[src/rtl/simple_wire.sv]
// Single-bit pass-through wire with a clocked observation stage: registered copy,
// edge pulses, saturating toggle counter and a stability flag.
module simple_wire #(
    parameter int CNT_W         = 8,
    parameter int STABLE_CYCLES = 4
) (
    input  logic             clk,
    input  logic             rstn,
    input  logic             in,
    input  logic             clr,
    output logic             out,
    output logic             out_q,
    output logic             rise,
    output logic             fall,
    output logic [CNT_W-1:0] toggle_cnt,
    output logic             stable
);

    localparam int              SC_W   = (STABLE_CYCLES < 2) ? 1 : $clog2(STABLE_CYCLES + 1);
    localparam logic [SC_W-1:0] SC_MAX = SC_W'(STABLE_CYCLES);

    logic [SC_W-1:0] sc;
    logic            chg;

    // The wire itself: no clock, no reset, no gating.
    assign out = in;

    assign chg    = in ^ out_q;
    assign stable = (sc == SC_MAX);

    always_ff @(posedge clk or negedge rstn) begin
        if (!rstn) begin
            out_q      <= 1'b0;
            rise       <= 1'b0;
            fall       <= 1'b0;
            toggle_cnt <= '0;
            sc         <= '0;
        end else begin
            out_q <= in;
            rise  <= in & ~out_q;
            fall  <= ~in & out_q;

            // clr has priority over a simultaneous edge; the count sticks at all-ones.
            if (clr) begin
                toggle_cnt <= '0;
            end else if (chg && (toggle_cnt != '1)) begin
                toggle_cnt <= toggle_cnt + 1'b1;
            end

            if (chg) begin
                sc <= '0;
            end else if (sc != SC_MAX) begin
                sc <= sc + 1'b1;
            end
        end
    end

endmodule

[config.mk]
export PLATFORM = sky130hd
export DESIGN_NAME = simple_wire
export DESIGN_NICKNAME = d
export VERILOG_FILES = /design/src/rtl/simple_wire.sv
export SDC_FILE = /design/constraint.sdc
export NUM_CORES = 1
export LEC_CHECK = 0
export BUFFER_PORTS_ARGS = -buffer_cell sky130_fd_sc_hd__buf_2
export CORE_AREA = 2 2 58 60
export DETAILED_ROUTE_END_ITERATION = 16
export DIE_AREA = 0 0 60 62
export SYNTH_ARGS = -nofsm -noshare
export SYNTH_HDL_FRONTEND = slang
export SYNTH_SLANG_ARGS = --single-unit
[constraint.sdc]
create_clock -name clk -period 3.6 [get_ports clk]
set_input_delay 0.72 -clock clk [delete_from_list [all_inputs] [get_ports clk]]
set_output_delay 0.72 -clock clk [all_outputs]
set_load 0.01 [all_outputs]
# [Word-level counts from Yosys, hierarchy flattened]
# Index checks and enable logic that the tools add are counted.
[word_totals] register_bits=14 latch_bits=0 ram_bits=0 rom_bits=0 input_bits=4 output_inout_bits=13 wordCells=22 n_memories=0
[op_classes] n_addsub=2 multipliers=0 div_mod_pow=0 magnitude_cmp=0 n_eq_ne=3 n_shift=0 mux=4 bitwise_logic=5 reduce_logical=3
[op_table] operator="$mux W8" n=2
[op_table] operator="$add A8 B1 Y8 const B" n=1
[op_table] operator="$ne A8 B8 Y1 const B" n=1
[op_table] operator="$mux W3" n=2
[op_table] operator="$reduce_bool A2 Y1" n=2
[op_table] operator="$add A3 B1 Y3 const B" n=1
[op_table] operator="$eq A3 B3 Y1 const B" n=1
[op_table] operator="$ne A3 B3 Y1 const B" n=1
[op_table] operator="$and A1 B1 Y1" n=2
[op_table] operator="$not A1 Y1" n=2
[op_table] operator="$logic_and A1 B1 Y1" n=1
[op_table] operator="$xor A1 B1 Y1" n=1

# [Depth between registers and ports, before layout]
# Gate-level depths: netlist of run 1.
[logic_depth] word_depth=4 mapped_depth=5 ltp_nobuf=5

# [Least setup slack after synthesis of run 1]
# OpenSTA, ideal clock, no wires.
[synth_timing] kind="input to register" startpoint="in in" endpoint="reg toggle_cnt[7]" setup_time_ns=0.120 arrival_ns=1.892 t_required_ns=3.480 path_slack_ns=1.588 stages=5 n_path_buf=0 path_cell_list="inv_1 > ha_1 > nand4b_4 > or4b_1 > o211a_1"
[synth_between] elab_chain_cells=3
[synth_lines] item="start: declaration" line_no="9" rtl="input logic in,"
[synth_lines] item="$xor A1 B1 Y1" line_no="28" rtl="assign chg = in ^ out_q;"
[synth_lines] item="$logic_and A1 B1 Y1" line_no="46" rtl="end else if (chg && (toggle_cnt != '1)) begin"
[synth_lines] item="$reduce_bool A2 Y1 (no line)"
[synth_lines] item="end signal: assignment" line_no="47" rtl="toggle_cnt <= toggle_cnt + 1'b1;"
[synth_lines] item="end: declaration" line_no="15" rtl="output logic [CNT_W-1:0] toggle_cnt,"
# No other way between the ends.
# A chain may end at the register's enable or synchronous reset.

# [Final worst setup path of run 1]
[layout_timing] startpoint="reg sc[0]" endpoint="out stable"
[layout_between] elab_chain_cells=1
[layout_lines] item="start: declaration" line_no="22" rtl="logic [SC_W-1:0] sc;"
[layout_lines] item="start signal: assignment" line_no="53" rtl="sc <= sc + 1'b1;"
[layout_lines] item="$eq A3 B3 Y1" line_no="29" rtl="assign stable = (sc == SC_MAX);"
[layout_lines] item="end: declaration" line_no="16" rtl="output logic stable"
# No other way between the ends.

==> results of run 1 <==
-- worst max-delay path by stage --
| stage | depth (start not counted) | start | slack, ns | endpoint |
|---|---|---|---|---|
| final | 5 | sc[0] | 1.60 | stable |
| after global routing | 5 | sc[0] | 1.51 | stable |
| after CTS | 5 | sc[0] | 1.57 | stable |
| after detailed placement | 6 | in | 1.36 | toggle_cnt[7] |
| after global placement | 6 | in | 1.41 | toggle_cnt[7] |
| after floorplan | 5 | in | 1.59 | toggle_cnt[7] |
-- cell type report --
class / instances / share of cell area [%]
clock buffers: 4 / 4.02
inverters: 8 / 3.32
multi-input cells: 48 / 38.6
flip-flops and latches: 14 / 38.8
well taps: 46 / 6.37
repair buffers: 16 / 8.86
-- synthesized netlist by cell type (2+ instances only) --
library cell	count
dfrtp_1	14
inv_1	8
nand2_1	6
ha_1	5
nor2_1	5
a21oi_1	4
a31oi_1	3
nor2b_1	3
nor3_1	3
mux2_1	2
o21ai_1	2
-- layer usage --
layer  GRT usage [%]  part of all wire [%]  up-vias
li1                -                     -      288
met1            11.5                    48      298
met2            15.4                    45       16
met3            1.86                   4.3        5
met4            5.71                   2.2        0
met5               0                     0        -
-- cell usage in the layout, fill, tap and decap left out, types with 2 or more instances in the layout --
cell and count:
buf_2 16, dfrtp_1 14, inv_1 8, nand2_1 6
nor2_1 5, ha_1 5, a21oi_1 4, nor2b_1 3
a31oi_1 3, nor3_1 3, clkbuf_4 3, mux2_1 2
o21ai_1 2
-- worst max-delay path: cells and delay by family, from the launching register on --
family | cells | cell delay [ns]
fa+ha+maj | 1 | 0.22
buf+inv | 3 | 0.24
flops | 1 | 0.41
simple gates | 1 | 0.13
-- power by group through the flow --
stage	Clock, mW	Combinational (mW)	Sequential (mW)
detailed placement	0	0.0666	0.189
floorplan	0	0.0428	0.188
CTS	0.119	0.0668	0.185
global route	0.126	0.0764	0.188
global placement	0	0.0620	0.187
finish	0.116	0.0642	0.186
-- cells by family (layout without fill, tap and decap cells) --
kind of cell / after synthesis / count (layout)
fa+ha+maj: 5 / 5
buf+inv: 10 / 28
mux: 3 / 3
compound gates: 11 / 11
xor+xnor: 1 / 1
simple gates: 28 / 28
flops: 14 / 14
-- flip-flops by register name, indices dropped and copies added, names as in the netlist --
| signal | flops |
|---|---|
| toggle_cnt | 8 |
| out_q | 1 |
| fall | 1 |
| rise | 1 |
| sc | 3 |
-- through the flow --
stage                     area (um2)  util [%]  power, mW  hold slack, ns
after CTS                        903      28.4      0.371           0.323
after global routing             903      28.4      0.391           0.333
after floorplan                  741         -      0.231           0.424
final                            903      28.4      0.366           0.315
after global placement           867      27.3      0.249           0.507
after detailed placement         867      27.3      0.255           0.508
==> run summary, run 1 <==
diode count: 0
fraction of layout cells with a size suffix above 1: 24.4%
largest family of logic cells by synthesized area: simple AND/OR/NAND/NOR gates
GP Congestion: 0.825
clock root buffer: clkbuf_4
FF-to-FF setup slack: 1.87 ns
sequential share of power: 50.7%
fin nets: 100
ys flop type: dfrtp_1
RSZ-0062 raised after global routing: false
Port-buffer cells: 16
hpwl dp: 1.12 mm
total wire length: 1.51 mm
site row count: 21
power share of the clock group: 31.8%
Leakage: 0.504 nW
Post-Synth XOR/XNOR Area: 1.18%
vias: 607
post-CTS sizing: 0
sw frac: 28.9%
fin. max-slew vios: 0
DRC errors left: 0
Final setup viols: 0
reg2reg start: out_q
Post-CTS Setup Repair Bufs: 0
clk_skew: 0.00720 ns
Post-Syn Instances: 72
worst-margin pin slew: 0.330 ns
PnR worst setup slack: 1.60 ns
f_max: 499 MHz
YS warnings: 0
grt ovf: 0
synth top area cells: dfrtp_1, ha_1, inv_1, nand4b_4, mux2_1
Distinct cells, synth: 28
WL per Instance: 11.1 um
FILL cells: 342
cts bufs inserted: 3
DRT Pass-1 Iters: 4
Comb pwr share: 17.5%
CTS tree: done
syn_area_per_cell: 10.3 um2
Layout area overhead: 22.0%
max-cap violation count: 0
cell count of the worst reg-to-reg path: 4
crit share post-route: 55.7%
worst-path cell chain: inv_1 -> ha_1 -> nand2_1 -> inv_1 -> buf_2
Synth Area in Compound Gates: 8.95%
CTS HTree Levels: 1
dpl ws: 1.36 ns
initial drt markers: 44
critical path type: reg -> out
CTS max path bufs: 2
Psw: 106 uW
reg2reg end: toggle_cnt[7]
Syn Nets: 81
Final ANT Viol Nets: 0
Max IR drop VDD: 0.0000755 V
area share of fa/ha/maj cells after synthesis: 8.45%
crit path DAT: 1.28 ns
most numerous cell on the critical path: inv_1
Synth Register Bits: 14
number of enable flip-flop cells after synthesis: 0
initial antenna violation count: 0
Hold Path Class: in -> async
clk slew on worst S/H paths: 0.09 ns
die height: 62 um
vias in the first global route: 578
Placed Cells: 132
Finished Layout Cells: 136
total negative slack: 0 ns
CTS Hold Bufs: 0
Die ar.: 3720 um2
WP data required: 2.88 ns
Tmin final: 2.00 ns
Clock Latency Late Sink: 0.29 ns
Via density: 4.46
first-pass GRT wire length: 2.57 mm
post-synthesis sequential area ratio: 47.3%
Simple-Gate Fraction of Synth Area: 24.2%
crit path max fanout: 3
Total GRT Usage: 9.43%
Post-synth ARST share: 100%
starting density of the core: 23.3%
I/O Pins: 17
multi-input logic area: 349 um2
post-synthesis mux area share: 4.39%
status: finished, final reports clean
CP endpoint kind: output pin
Max stage delay on crit path: 0.41 ns
Post-Syn Area: 741 um2
register area: 350 um2
slew margin rel.: 78.0%
cell taking the most area after synthesis: dfrtp_1
Worst setup SP type: register
Die W: 60 um
post-synth top area share: 47.3%
core area: 3180 um2
Pwr Density: 405 nW/um2
Int Power: 260 uW
largest net degree at the start of global routing: 15
Num Clock Sinks: 14
Final Hold Viols: 0
Crit-path slowest cell: dfrtp_1
Note: power is estimated with default switching activity, not from simulation.
==> run 2, diff against run 1 <==
==> constraint.sdc (replaced) <==
create_clock -name clk -period 1.8 [get_ports clk]
set_input_delay 0.36 -clock clk [delete_from_list [all_inputs] [get_ports clk]]
set_output_delay 0.36 -clock clk [all_outputs]
set_load 0.01 [all_outputs]
==> run 2 against run 1 <==
  * Global-route usage grew 0.35 points
  * Sequential power grew 95%
  * Wire length is 0.20% higher
  * Sequential share of layout area shrank 1.1 points
  * Via count rose by 1.3%
  * Die area unchanged
  * Critical endpoint is now toggle_cnt[7]
==> run summary, run 2 (synthesis results as in run 1) <==
Leakage: 0.521 nW (+3.4%)
crit share post-route: 92.0%
Hold Path Class: in -> reg
Die ar.: 3720 um2 (unchanged)
WP data required: 1.97 ns (-0.91 ns)
commonest non-fill, non-tap cells in the layout: buf_2, dfrtp_1, inv_1
largest net degree at the start of global routing: 15 (unchanged)
PnR worst setup slack: 0.145 ns (-1.45 ns)
Final setup viols: 0 (unchanged)
post-CTS sizing: 0 (unchanged)
GP Congestion: 0.717 (-13%)
slew margin rel.: 78.5% (+0.53 points)
diode count: 0 (unchanged)
Clock Latency Late Sink: 0.29 ns (about the same)
die height: 62 um (unchanged)
DRT Pass-1 Iters: 4 (unchanged)
Pwr Density: 743 nW/um2 (+83%)
Port-buffer cells: 16 (unchanged)
Via density: 4.39 (-1.6%)
crit path max fanout: 5 (+2)
I/O Pins: 17 (unchanged)
Routed met2 length: 697 um (+1.6%)
fin. max-slew vios: 0 (unchanged)
Final Hold Viols: 0 (unchanged)
Die W: 60 um (unchanged)
vias: 615 (+1.3%)
max FFs per register: 8 (unchanged)
Worst setup SP type: register
Tmin final: 1.66 ns
initial antenna violation count: 0 (unchanged)
cts bufs inserted: 3 (unchanged)
worst-margin pin slew: 0.322 ns (-0.00792 ns)
Total GRT Usage: 9.79% (+0.35 points)
CTS tree: done
CTS max path bufs: 2 (unchanged)
f_max: 604 MHz
clock root buffer: clkbuf_4
site row count: 21 (unchanged)
clk_skew: 0.00803 ns (+0.000825 ns)
clk slew on worst S/H paths: 0.08 ns (about the same)
fraction of layout cells with a size suffix above 1: 26.6% (+2.2 points)
Num Clock Sinks: 14 (unchanged)
CTS HTree Levels: 1 (unchanged)
fin nets: 105 (+5.0%)
Final ANT Viol Nets: 0 (unchanged)
Post-CTS Setup Repair Bufs: 0 (unchanged)
Max IR drop VDD: 0.000200 V (+160%)
vias in the first global route: 582 (+0.69%)
starting density of the core: 23.3% (unchanged)
RSZ-0062 raised after global routing: false
WL per Instance: 10.8 um (-2.7%)
core area: 3180 um2 (unchanged)
Top reg by flops: toggle_cnt
critical path type: reg -> reg
status: finished, final reports clean
hpwl dp: 1.15 mm (+2.5%)
DRC errors left: 0 (unchanged)
FILL cells: 341 (-0.29%)
dpl ws: 0.0476 ns (-1.32 ns)
total negative slack: 0 ns (unchanged)
met3 routed WL: 80 um (+23%)
most common cell after layout, fill and taps aside: buf_2
total wire length: 1.52 mm (+0.20%)
crit path DAT: 1.83 ns (+0.55 ns)
biggest regs: toggle_cnt: 8 flops, sc: 3 flops
max-cap violation count: 0 (unchanged)
first-pass GRT wire length: 2.57 mm (unchanged)
CP endpoint kind: register
initial drt markers: 35 (-20%)
M1 wire length: 706 um (-2.6%)
uppermost layer routed: met4
grt ovf: 0 (unchanged)
Layout area overhead: 25.5%
-- run 2: changes by cell type in the layout (fill, tap and decap cells not counted) --
cell	delta
clkbuf_8	-1
dlygate4sd3_1	+1
buf_4	+4
-- run 2: worst max-delay path, stage by stage, from the launching register on --
cell	delay (ns)
dfrtp_1	0.41
ha_1	0.29
nand4b_4	0.19
or4b_1	0.52
o211a_1	0.14
-- run 2: final timing paths --
| path | depth (start not counted) | end | from | slack (ns) |
|---|---|---|---|---|
| setup / recovery | 4 | toggle_cnt[7] | out_q | 0.14 |
| hold / removal | 2 | out_q | in | 0.30 |
| setup reg to reg | 4 | toggle_cnt[7] | out_q | 0.14 |
| hold reg to reg | 1 | sc[2] | sc[2] | 0.52 |
| max in group asynchronous | 2 | out_q | rstn | 1.06 |
| min in group asynchronous | 2 | toggle_cnt[4] | rstn | 0.49 |
-- run 2: cell type report --
type	instances	area, um2	area share [%]
clock buffer	3	22.5	2.42
multi-input combinational	48	349	37.6
sequential	14	350	37.7
inverter	8	30.0	3.23
tap	46	57.6	6.19
timing repair buffer	21	120	12.9
-- run 2: timing repair --
action,in CTS,in global routing
setup endpoints to repair,0,0
hold buffers,1,0
hold endpoints to repair,14,0
-- run 2: routing by layer --
| layer | up-vias | track usage [%] |
|---|---|---|
| li1 | 295 | - |
| met4 | 0 | 5.71 |
| met3 | 5 | 4.35 |
| met1 | 295 | 12.3 |
| met5 | - | 0 |
| met2 | 20 | 13.8 |
-- run 2: metrics by stage --
| step | area, um2 | power, mW | utilization [%] | hold WS, ns | std cells |
|---|---|---|---|---|---|
| floorplan | 741 | 0.462 | - | 0.0644 | 72 |
| global placement | 897 | 0.513 | 28.2 | 0.273 | 136 |
| detailed placement | 897 | 0.519 | 28.2 | 0.276 | 136 |
| CTS | 930 | 0.705 | 29.2 | 0.293 | 140 |
| global route | 930 | 0.747 | 29.2 | 0.302 | 140 |
| finish | 930 | 0.690 | 29.2 | 0.301 | 140 |
-- run 2: power breakdown --
part / switching [mW] / leakage [nW] / internal [mW]
sequential: 0.0215 / 0.187 / 0.341
combinational: 0.0796 / 0.320 / 0.0680
clock: 0.102 / 0.0138 / 0.0778
==> run 3, diff against run 2 <==
--- a/config.mk
+++ b/config.mk
@@ -9,6 +9,7 @@
 export CORE_AREA = 2 2 58 60
 export DETAILED_ROUTE_END_ITERATION = 16
 export DIE_AREA = 0 0 60 62
+export RECOVER_POWER = 25
 export SYNTH_ARGS = -nofsm -noshare
 export SYNTH_HDL_FRONTEND = slang
 export SYNTH_SLANG_ARGS = --single-unit
==> run 3 against run 2 <==
  * First-iteration DRC count increased by 26%
  * Cell count unchanged
  * Sequential power about the same
  * Worst setup slack about the same
  * Clock power about the same
  * Critical path depth unchanged
  * Hold slack improved by 0.033 ns
  * Clock skew about the same
  * Utilization decreased by 0.16 points
  * Critical endpoint unchanged
  * Highest routed layer unchanged
==> run summary, run 3 (synthesis results as in run 1) <==
Crit-path slowest cell: or4b_1
sw frac: 29.5% (+0.053 points)
WP data required: 1.97 ns (about the same)
Max IR drop VDD: 0.000199 V (about the same)
Tmin final: 1.66 ns (+0.0000250 ns)
fraction of layout cells with a size suffix above 1: 24.5% (-2.1 points)
total wire length: 1.51 mm (-0.13%)
Hold Path Class: in -> reg
clk slew on worst S/H paths: 0.08 ns (about the same)
DRC errors left: 0 (unchanged)
clk_skew: 0.00802 ns (-0.00000914 ns)
DRT Pass-1 Iters: 4 (unchanged)
Pwr Density: 745 nW/um2 (+0.36%)
Port-buffer cells: 16 (unchanged)
starting density of the core: 23.3% (unchanged)
Post-DP Area: 897 um2 (unchanged)
initial antenna violation count: 0 (unchanged)
Total GRT Usage: 9.79% (unchanged)
vias in the first global route: 582 (unchanged)
diode count: 0 (unchanged)
CTS Hold Bufs: 1 (unchanged)
post-route cell area: 925 um2 (-0.54%)
Num Clock Sinks: 14 (unchanged)
GP Congestion: 0.717 (unchanged)
hold slack: 0.335 ns (+0.0332 ns)
WL per Instance: 10.8 um (-0.13%)
core area: 3180 um2 (unchanged)
die height: 62 um (unchanged)
Final ANT Viol Nets: 0 (unchanged)
Top reg by flops: toggle_cnt
grt ovf: 0 (unchanged)
Comb pwr share: 21.2% (-0.2 points)
CTS max path bufs: 2 (unchanged)
CTS HTree Levels: 1 (unchanged)
sequential share of power: 52.7% (about the same)
Final Hold Viols: 0 (unchanged)
site row count: 21 (unchanged)
crit path max fanout: 5 (unchanged)
total negative slack: 0 ns (unchanged)
Clock Latency Late Sink: 0.29 ns (about the same)
Post-CTS Setup Repair Bufs: 0 (unchanged)
Worst setup SP type: register
slew margin rel.: 48.6% (-30 points)
most common cell after layout, fill and taps aside: buf_2
Psw: 203 uW (about the same)
worst-path cell chain: ha_1 -> nand4b_4 -> or4b_1 -> o211a_1
power share of the clock group: 26.1% (about the same)
hpwl dp: 1.15 mm (unchanged)
cts bufs inserted: 3 (unchanged)
Placed Cells: 136 (unchanged)
CP endpoint kind: register
vias: 614 (-0.16%)
largest net degree at the start of global routing: 15 (unchanged)
CTS tree: done
post-CTS sizing: 0 (unchanged)
Finished Layout Cells: 140 (unchanged)
Via density: 4.39 (-0.16%)
first-pass GRT wire length: 2.57 mm (unchanged)
critical path type: reg -> reg
initial drt markers: 44 (+26%)
worst-margin pin slew: 0.771 ns (+0.449 ns)
commonest non-fill, non-tap cells in the layout: buf_2, dfrtp_1, inv_1
Final setup viols: 0 (unchanged)
Die W: 60 um (unchanged)
Leakage: 0.515 nW (-1.2%)
fin nets: 105 (unchanged)
crit share post-route: 92.0% (about the same)
Die ar.: 3720 um2 (unchanged)
RSZ-0062 raised after global routing: false
Max stage delay on crit path: 0.52 ns (about the same)
fin. max-slew vios: 0 (unchanged)
clock root buffer: clkbuf_4
I/O Pins: 17 (unchanged)
status: finished, final reports clean
Int Power: 486 uW (-0.26%)
biggest regs: toggle_cnt: 8 flops, sc: 3 flops
max FFs per register: 8 (unchanged)
crit path DAT: 1.83 ns (about the same)
Layout area overhead: 24.8%
max-cap violation count: 0 (unchanged)
f_max: 604 MHz (about the same)
run 3: changes by cell type in the layout (fill, tap and decap cells not counted), sizes merged:
cell / before / now
buf: 20 / 18
clkbuf: 3 / 5
run 3: stage by stage:
step,setup WS (ns),util (%),total power [mW]
2_1_floorplan,0.120,-,0.462
4_1_cts,0.134,29.2,0.705
5_1_grt,0.0736,29.1,0.746
3_5_place_dp,0.0476,28.2,0.519
3_3_place_gp,0.0655,28.2,0.513
6_report,0.145,29.1,0.689
run 3: critical path, delay by kind of cell, from the launching register on:
family / cells / cell delay [ns]
fa+ha+maj: 1 / 0.29
flops: 1 / 0.41
compound gates: 1 / 0.14
simple gates: 2 / 0.71
run 3: area by class of cell:
type                       instances  area (um2)
fill                             342        2250
sequential                        14         350
multi-input combinational         48         349
timing repair buffer              21         115
tap                               46        57.6
inverter                           8        30.0
clock buffer                       3        22.5
run 3: per-layer routing:
layer  GRT usage [%]  part of all wire [%]
met2            13.8                    46
met3            4.35                   5.3
met4            5.71                   2.0
met1            12.3                    47
met5               0                     0
run 3: final timing paths:
path	startpoint	end	slack [ns]	depth (start not counted)
max	out_q	toggle_cnt[7]	0.14	4
min in group asynchronous	rstn	toggle_cnt[3]	0.66	2
min	in	out_q	0.33	2
max in group asynchronous	rstn	out_q	0.66	2
max reg2reg	out_q	toggle_cnt[7]	0.14	4
min reg2reg	sc[2]	sc[2]	0.52	1
run 3: power by group through the flow:
stage | Sequential (mW) | Combinational (mW) | Clock [mW]
floorplan | 0.376 | 0.0856 | 0
global placement | 0.368 | 0.145 | 0
detailed placement | 0.370 | 0.149 | 0
CTS | 0.364 | 0.152 | 0.189
global route | 0.369 | 0.174 | 0.203
finish | 0.363 | 0.146 | 0.180
